--- src/rtl/key_debounce.sv ---
// Per-key two-flop synchroniser and run-length debouncer for push buttons.
// Produces clean active-high levels plus one-cycle press/release strobes.
module key_debounce #(
  parameter int WIDTH           = 2,
  parameter int DEBOUNCE_CYCLES = 250000,
  parameter int ACTIVE_LOW      = 1
) (
  input  logic             clk,
  input  logic             rst,
  input  logic [WIDTH-1:0] key_raw,
  output logic [WIDTH-1:0] key,
  output logic [WIDTH-1:0] key_press,
  output logic [WIDTH-1:0] key_release
);

  localparam int              CNT_W    = $clog2(DEBOUNCE_CYCLES);
  localparam logic [CNT_W-1:0] CNT_MAX = CNT_W'(DEBOUNCE_CYCLES - 1);
  localparam logic [WIDTH-1:0] RAW_IDLE = (ACTIVE_LOW != 0) ? '1 : '0;

  logic [WIDTH-1:0] r_s1;
  logic [WIDTH-1:0] r_s2;
  logic [WIDTH-1:0] w_lvl;
  logic [CNT_W-1:0] r_cnt [WIDTH];

  assign w_lvl = (ACTIVE_LOW != 0) ? ~r_s2 : r_s2;

  // A new level is accepted only after CNT_MAX+1 uninterrupted disagreeing cycles.
  always_ff @(posedge clk or posedge rst) begin
    if (rst) begin
      r_s1        <= RAW_IDLE;
      r_s2        <= RAW_IDLE;
      key         <= '0;
      key_press   <= '0;
      key_release <= '0;
      for (int i = 0; i < WIDTH; i++) begin
        r_cnt[i] <= '0;
      end
    end else begin
      r_s1        <= key_raw;
      r_s2        <= r_s1;
      key_press   <= '0;
      key_release <= '0;
      for (int i = 0; i < WIDTH; i++) begin
        if (w_lvl[i] == key[i]) begin
          r_cnt[i] <= '0;
        end else if (r_cnt[i] == CNT_MAX) begin
          key[i]         <= w_lvl[i];
          key_press[i]   <= w_lvl[i];
          key_release[i] <= ~w_lvl[i];
          r_cnt[i]       <= '0;
        end else begin
          r_cnt[i] <= r_cnt[i] + CNT_W'(1);
        end
      end
    end
  end

endmodule

--- config.mk ---
export PLATFORM = sky130hd
export DESIGN_NAME = key_debounce
export DESIGN_NICKNAME = d
export VERILOG_FILES = /design/src/rtl/key_debounce.sv
export SDC_FILE = /design/constraint.sdc
export NUM_CORES = 1
export LEC_CHECK = 0
export BUFFER_PORTS_ARGS = -buffer_cell sky130_fd_sc_hd__buf_2
export CAP_MARGIN = 30
export CORE_AREA = 2 2 72 74
export DETAILED_ROUTE_END_ITERATION = 8
export DIE_AREA = 0 0 74 76
export GPL_TIMING_DRIVEN = 0
export SETUP_SLACK_MARGIN = 0.15
export SLEW_MARGIN = 20
export SYNTH_ARGS = -nofsm -noshare
export SYNTH_HDL_FRONTEND = slang
export SYNTH_SLANG_ARGS = --single-unit
--- constraint.sdc ---
create_clock -name clk -period 2.6 [get_ports clk]
set_clock_uncertainty 0.1 [all_clocks]
set_input_delay 0.52 -clock clk [delete_from_list [all_inputs] [get_ports clk]]
set_output_delay 0.52 -clock clk [all_outputs]
set_load 0.01 [all_outputs]
==> impl_summary.log <==
[metrics] area growth from synthesis to final layout: 13.8%
[metrics] antenna cells: 0
[metrics] startpoint class of the critical path: register
[metrics] number of vias per cell: 4.96
[metrics] Lkg Pwr: around 0.001 uW
[metrics] relative contribution of the clock network to total power: 0.453
[metrics] min Tclk post-route: approximately 2.3 ns
[metrics] outcome: complete, no violations
[metrics] sink count of the clock tree: 46
[metrics] TritonRoute pass-1 iters: 4
[metrics] DRC violation count after routing: 0
[metrics] maximum root-to-sink buffer count: 2
[metrics] post-synthesis cell count: 204
[metrics] sum of buffers and inverters on the critical path: 1
[metrics] PostCTS Resize Cnt: 0
[metrics] share of final-layout standard cells stronger than drive strength 1: 0.149
[metrics] Post-CTS Hold Buffers: 0
[metrics] Final Non-Filler Cells: approximately 290
[metrics] internal power contribution: 1160 uW
[metrics] portion of the post-synthesis area used by sequential elements: 0.539
[metrics] number of antenna violations at the first check in global routing: 0
[metrics] routed length on met3: about 120 um
[metrics] power density of the placed cells: 590 nW/um2
[metrics] Max Cap Viol: 0
[metrics] Seq pwr share: 0.513
[metrics] number of nets in the final layout: around 230
[metrics] row count: 26
[metrics] sum of overflow across all layers after global routing: 0
[metrics] top sig layer: met4
[metrics] Fin Setup TNS: 0 ns
[metrics] maximum ir drop on the vdd rail: 0.000393 V
[metrics] # setup viols final: 0
[metrics] critical path capture point type: register
[metrics] HPWL reported at the end of detailed placement: 2.57 mm
[metrics] Worst Hold Class: primary input to async pin
[metrics] slowest stage cell on the critical path: or4_4
[metrics] first-pass GRT wire length: 6.79 mm
[metrics] post-synthesis adder-cell area fraction: 0.0117
[metrics] TritonCTS buffer count: 5
[metrics] Detailed Route Iter0 Violations: 88
[metrics] weighted congestion at the end of routability-driven global placement: 0.802
[metrics] clock slew at the register clock pins of the worst setup and hold paths: 0.09 ns
[metrics] total length of routed wires: 3.75 mm
[metrics] RSZ-0062 raised after global routing: false
[metrics] maximum cell stage delay along the critical path: 0.56 ns
[metrics] post-CTS setup repair buffer count: 0
[metrics] routed length on met1: 1.80 mm
[metrics] count of buffers inserted at the top-level ports: 9
[metrics] required time reported for the critical path endpoint: approximately 2.7 ns
[metrics] post-synthesis average cell area: 10.5 um2
[metrics] transition time at the pin with the least slew margin: 0.445 ns
[metrics] maximum number of pins on one net before global-route repair: 34
[metrics] max-slew violation count: 0
[metrics] CP Data Arrival Time: roughly 2.4 ns
[metrics] part of the cycle the worst path needs: 0.868
[metrics] switching power: 284 uW
[metrics] CORE AREA: 4910 um2
[metrics] mux contribution to synthesized area: 0
[metrics] placed cells: 284
[metrics] total vias in the final route: approximately 1400
[metrics] TritonCTS clock tree: built
[metrics] startpoint-to-endpoint class of the critical path: register to register
[metrics] distinct cell type count after synthesis: 31
[metrics] worst slack, placed: 0.352 ns
[metrics] number of global-route vias before repair: around 1500
[metrics] Die Footprint: about 5600 um2
[metrics] Yosys Warn Count: 0
[metrics] mapped cell area: 2150 um2
[metrics] cell class contributing the biggest share of worst-path delay: simple AND/OR/NAND/NOR gates
[metrics] complex-gate fraction of the synthesized area: 0.0420
[metrics] H-tree levels: 2
[metrics] sw frac: 0.197
[metrics] CTS root buffer: clkbuf_8
[metrics] overall track demand over capacity in global routing: 0.157
[metrics] final hold violations: 0
[metrics] Initial Utilization: 0.437
[metrics] total length of routed met2 wires: 1.76 mm
[metrics] area share of xor/xnor cells in the synthesized design: 0.127
[metrics] height of the chip: 76 um
[metrics] final-layout fill cell count: 445
[metrics] number of synthesized register bits: 46
[metrics] detail-routed net length per standard cell: 12.8 um
[metrics] worst rel slew slack: 0.702
[metrics] largest family of logic cells by synthesized area: simple AND/OR/NAND/NOR gates
[metrics] horizontal extent of the die: 74 um
[metrics] relative contribution of combinational cells to total power: 0.034
[metrics] number of nets produced by synthesis: 210
[metrics] CP max FO: 10
[metrics] final worst slack: 0.342 ns
[metrics] remaining number of nets flagged by the antenna check after routing: 0
[metrics] Post-Synth Simple-Gate Area: 0.260
[metrics] Worst-Skew Late Latency: ~0.30 ns
[metrics] worst-path cell chain: or4_1 -> or4_4 -> o21ai_4 -> buf_6 -> nor2_1
[metrics] timing-limited maximum frequency: 0.443 GHz
[metrics] io pins: 10
-- kinds of logic after synthesis --
group	Yosys count
compound gates	12
buf+inv	8
flops	46
simple gates	105
xor+xnor	31
fa+ha+maj	2
-- power groups by stage --
stage	clock (uW)	combinational (uW)	sequential, uW
6_report	652	48.8	738
5_1_grt	700	57.2	740
4_1_cts	679	50.9	738
3_5_place_dp	0	50.0	752
3_3_place_gp	0	45.9	752
2_1_floorplan	0	33.6	750
-- placed cells by master, fill, tap and decap left out, drive strengths merged --
master / count
xor2: 9
bufinv: 2
and4: 3
buf: 12
nand4: 10
clkbuf: 6
ha: 2
nor3: 5
or4b: 1
nor2: 38
dfstp: 4
or3: 1
o21ai: 6
nor3b: 1
or4: 9
or2: 3
a21oi: 3
and2: 1
nor2b: 1
inv: 6
dfrtp: 42
o31ai: 3
nand3: 12
and3: 3
nor4: 6
nand2: 10
xnor2: 22
nand2b: 1
-- layer usage --
metal / track usage / vias to the layer above
met1: 0.201 / 687
met2: 0.242 / 10
met5: 0 / -
met4: 0.0600 / 0
met3: 0.0556 / 7
li1: - / 743
-- through the flow --
step / utilization / power [uW] / cell area, um2 / hold WS [ns]
after global placement: 0.464 / 798 / 2280 / 0.245
after CTS: 0.497 / 1470 / 2440 / 0.0579
after detailed placement: 0.468 / 802 / 2300 / 0.248
after global routing: 0.497 / 1500 / 2440 / 0.0773
final: 0.497 / 1440 / 2440 / 0.0614
after floorplan: - / 784 / 2150 / 0.245
-- path summary, 6_finish.rpt --
| check | cells past startpoint | end | slack (ns) | startpoint |
|---|---|---|---|---|
| min in group clk | 1 | r_s1[0] | 0.21 | key_raw[0] |
| min reg2reg | 0 | r_s2[1] | 0.26 | r_s1[1] |
| max reg2reg | 5 | r_cnt[31] | 0.34 | r_cnt[28] |
| max in group asynchronous | 3 | r_s2[0] | 1.81 | rst |
| max | 5 | r_cnt[31] | 0.34 | r_cnt[28] |
| min | 2 | r_cnt[17] | 0.06 | rst |
-- Yosys cell counts, drive strengths merged --
| cell type | number | area share |
|---|---|---|
| inv | 6 | 0.010 |
| nand2b | 1 | 0.0029 |
| ha | 2 | 0.012 |
| nand3 | 12 | 0.028 |
| nor2b | 1 | 0.0029 |
| o31ai | 3 | 0.010 |
| xnor2 | 22 | 0.090 |
| o21ai | 6 | 0.024 |
| nor3 | 5 | 0.012 |
| or3 | 1 | 0.0029 |
| or4 | 9 | 0.035 |
| and2 | 1 | 0.0029 |
| nor3b | 1 | 0.0035 |
| dfstp | 4 | 0.049 |
| nor2 | 38 | 0.066 |
| buf | 2 | 0.010 |
| and3 | 3 | 0.0087 |
| and4 | 3 | 0.012 |
| a21oi | 3 | 0.0070 |
| nor4 | 6 | 0.017 |
| xor2 | 9 | 0.037 |
| nand4 | 10 | 0.032 |
| nand2 | 10 | 0.017 |
| or4b | 1 | 0.0047 |
| dfrtp | 42 | 0.49 |
| or2 | 3 | 0.011 |
-- final cells by class --
class / instances / area, um2 / share of cell area
Clock buffer: 6 / 82.6 / 0.0338
Clock inverter: 2 / 60.1 / 0.0246
Inverter: 6 / 22.5 / 0.00923
Buffer: 2 / 22.5 / 0.00923
Sequential cell: 46 / 1160 / 0.474
Multi-Input combinational cell: 150 / 945 / 0.387
Tap cell: 70 / 87.6 / 0.0359
Timing Repair Buffer: 10 / 65.1 / 0.0267
-- state kept, by name, indices dropped and copies added (netlist names) --
signal and count:
key 2, key_press 2, key_release 2, r_cnt 36, r_s1 2, r_s2 2
Note: power is estimated with default switching activity, not from simulation.
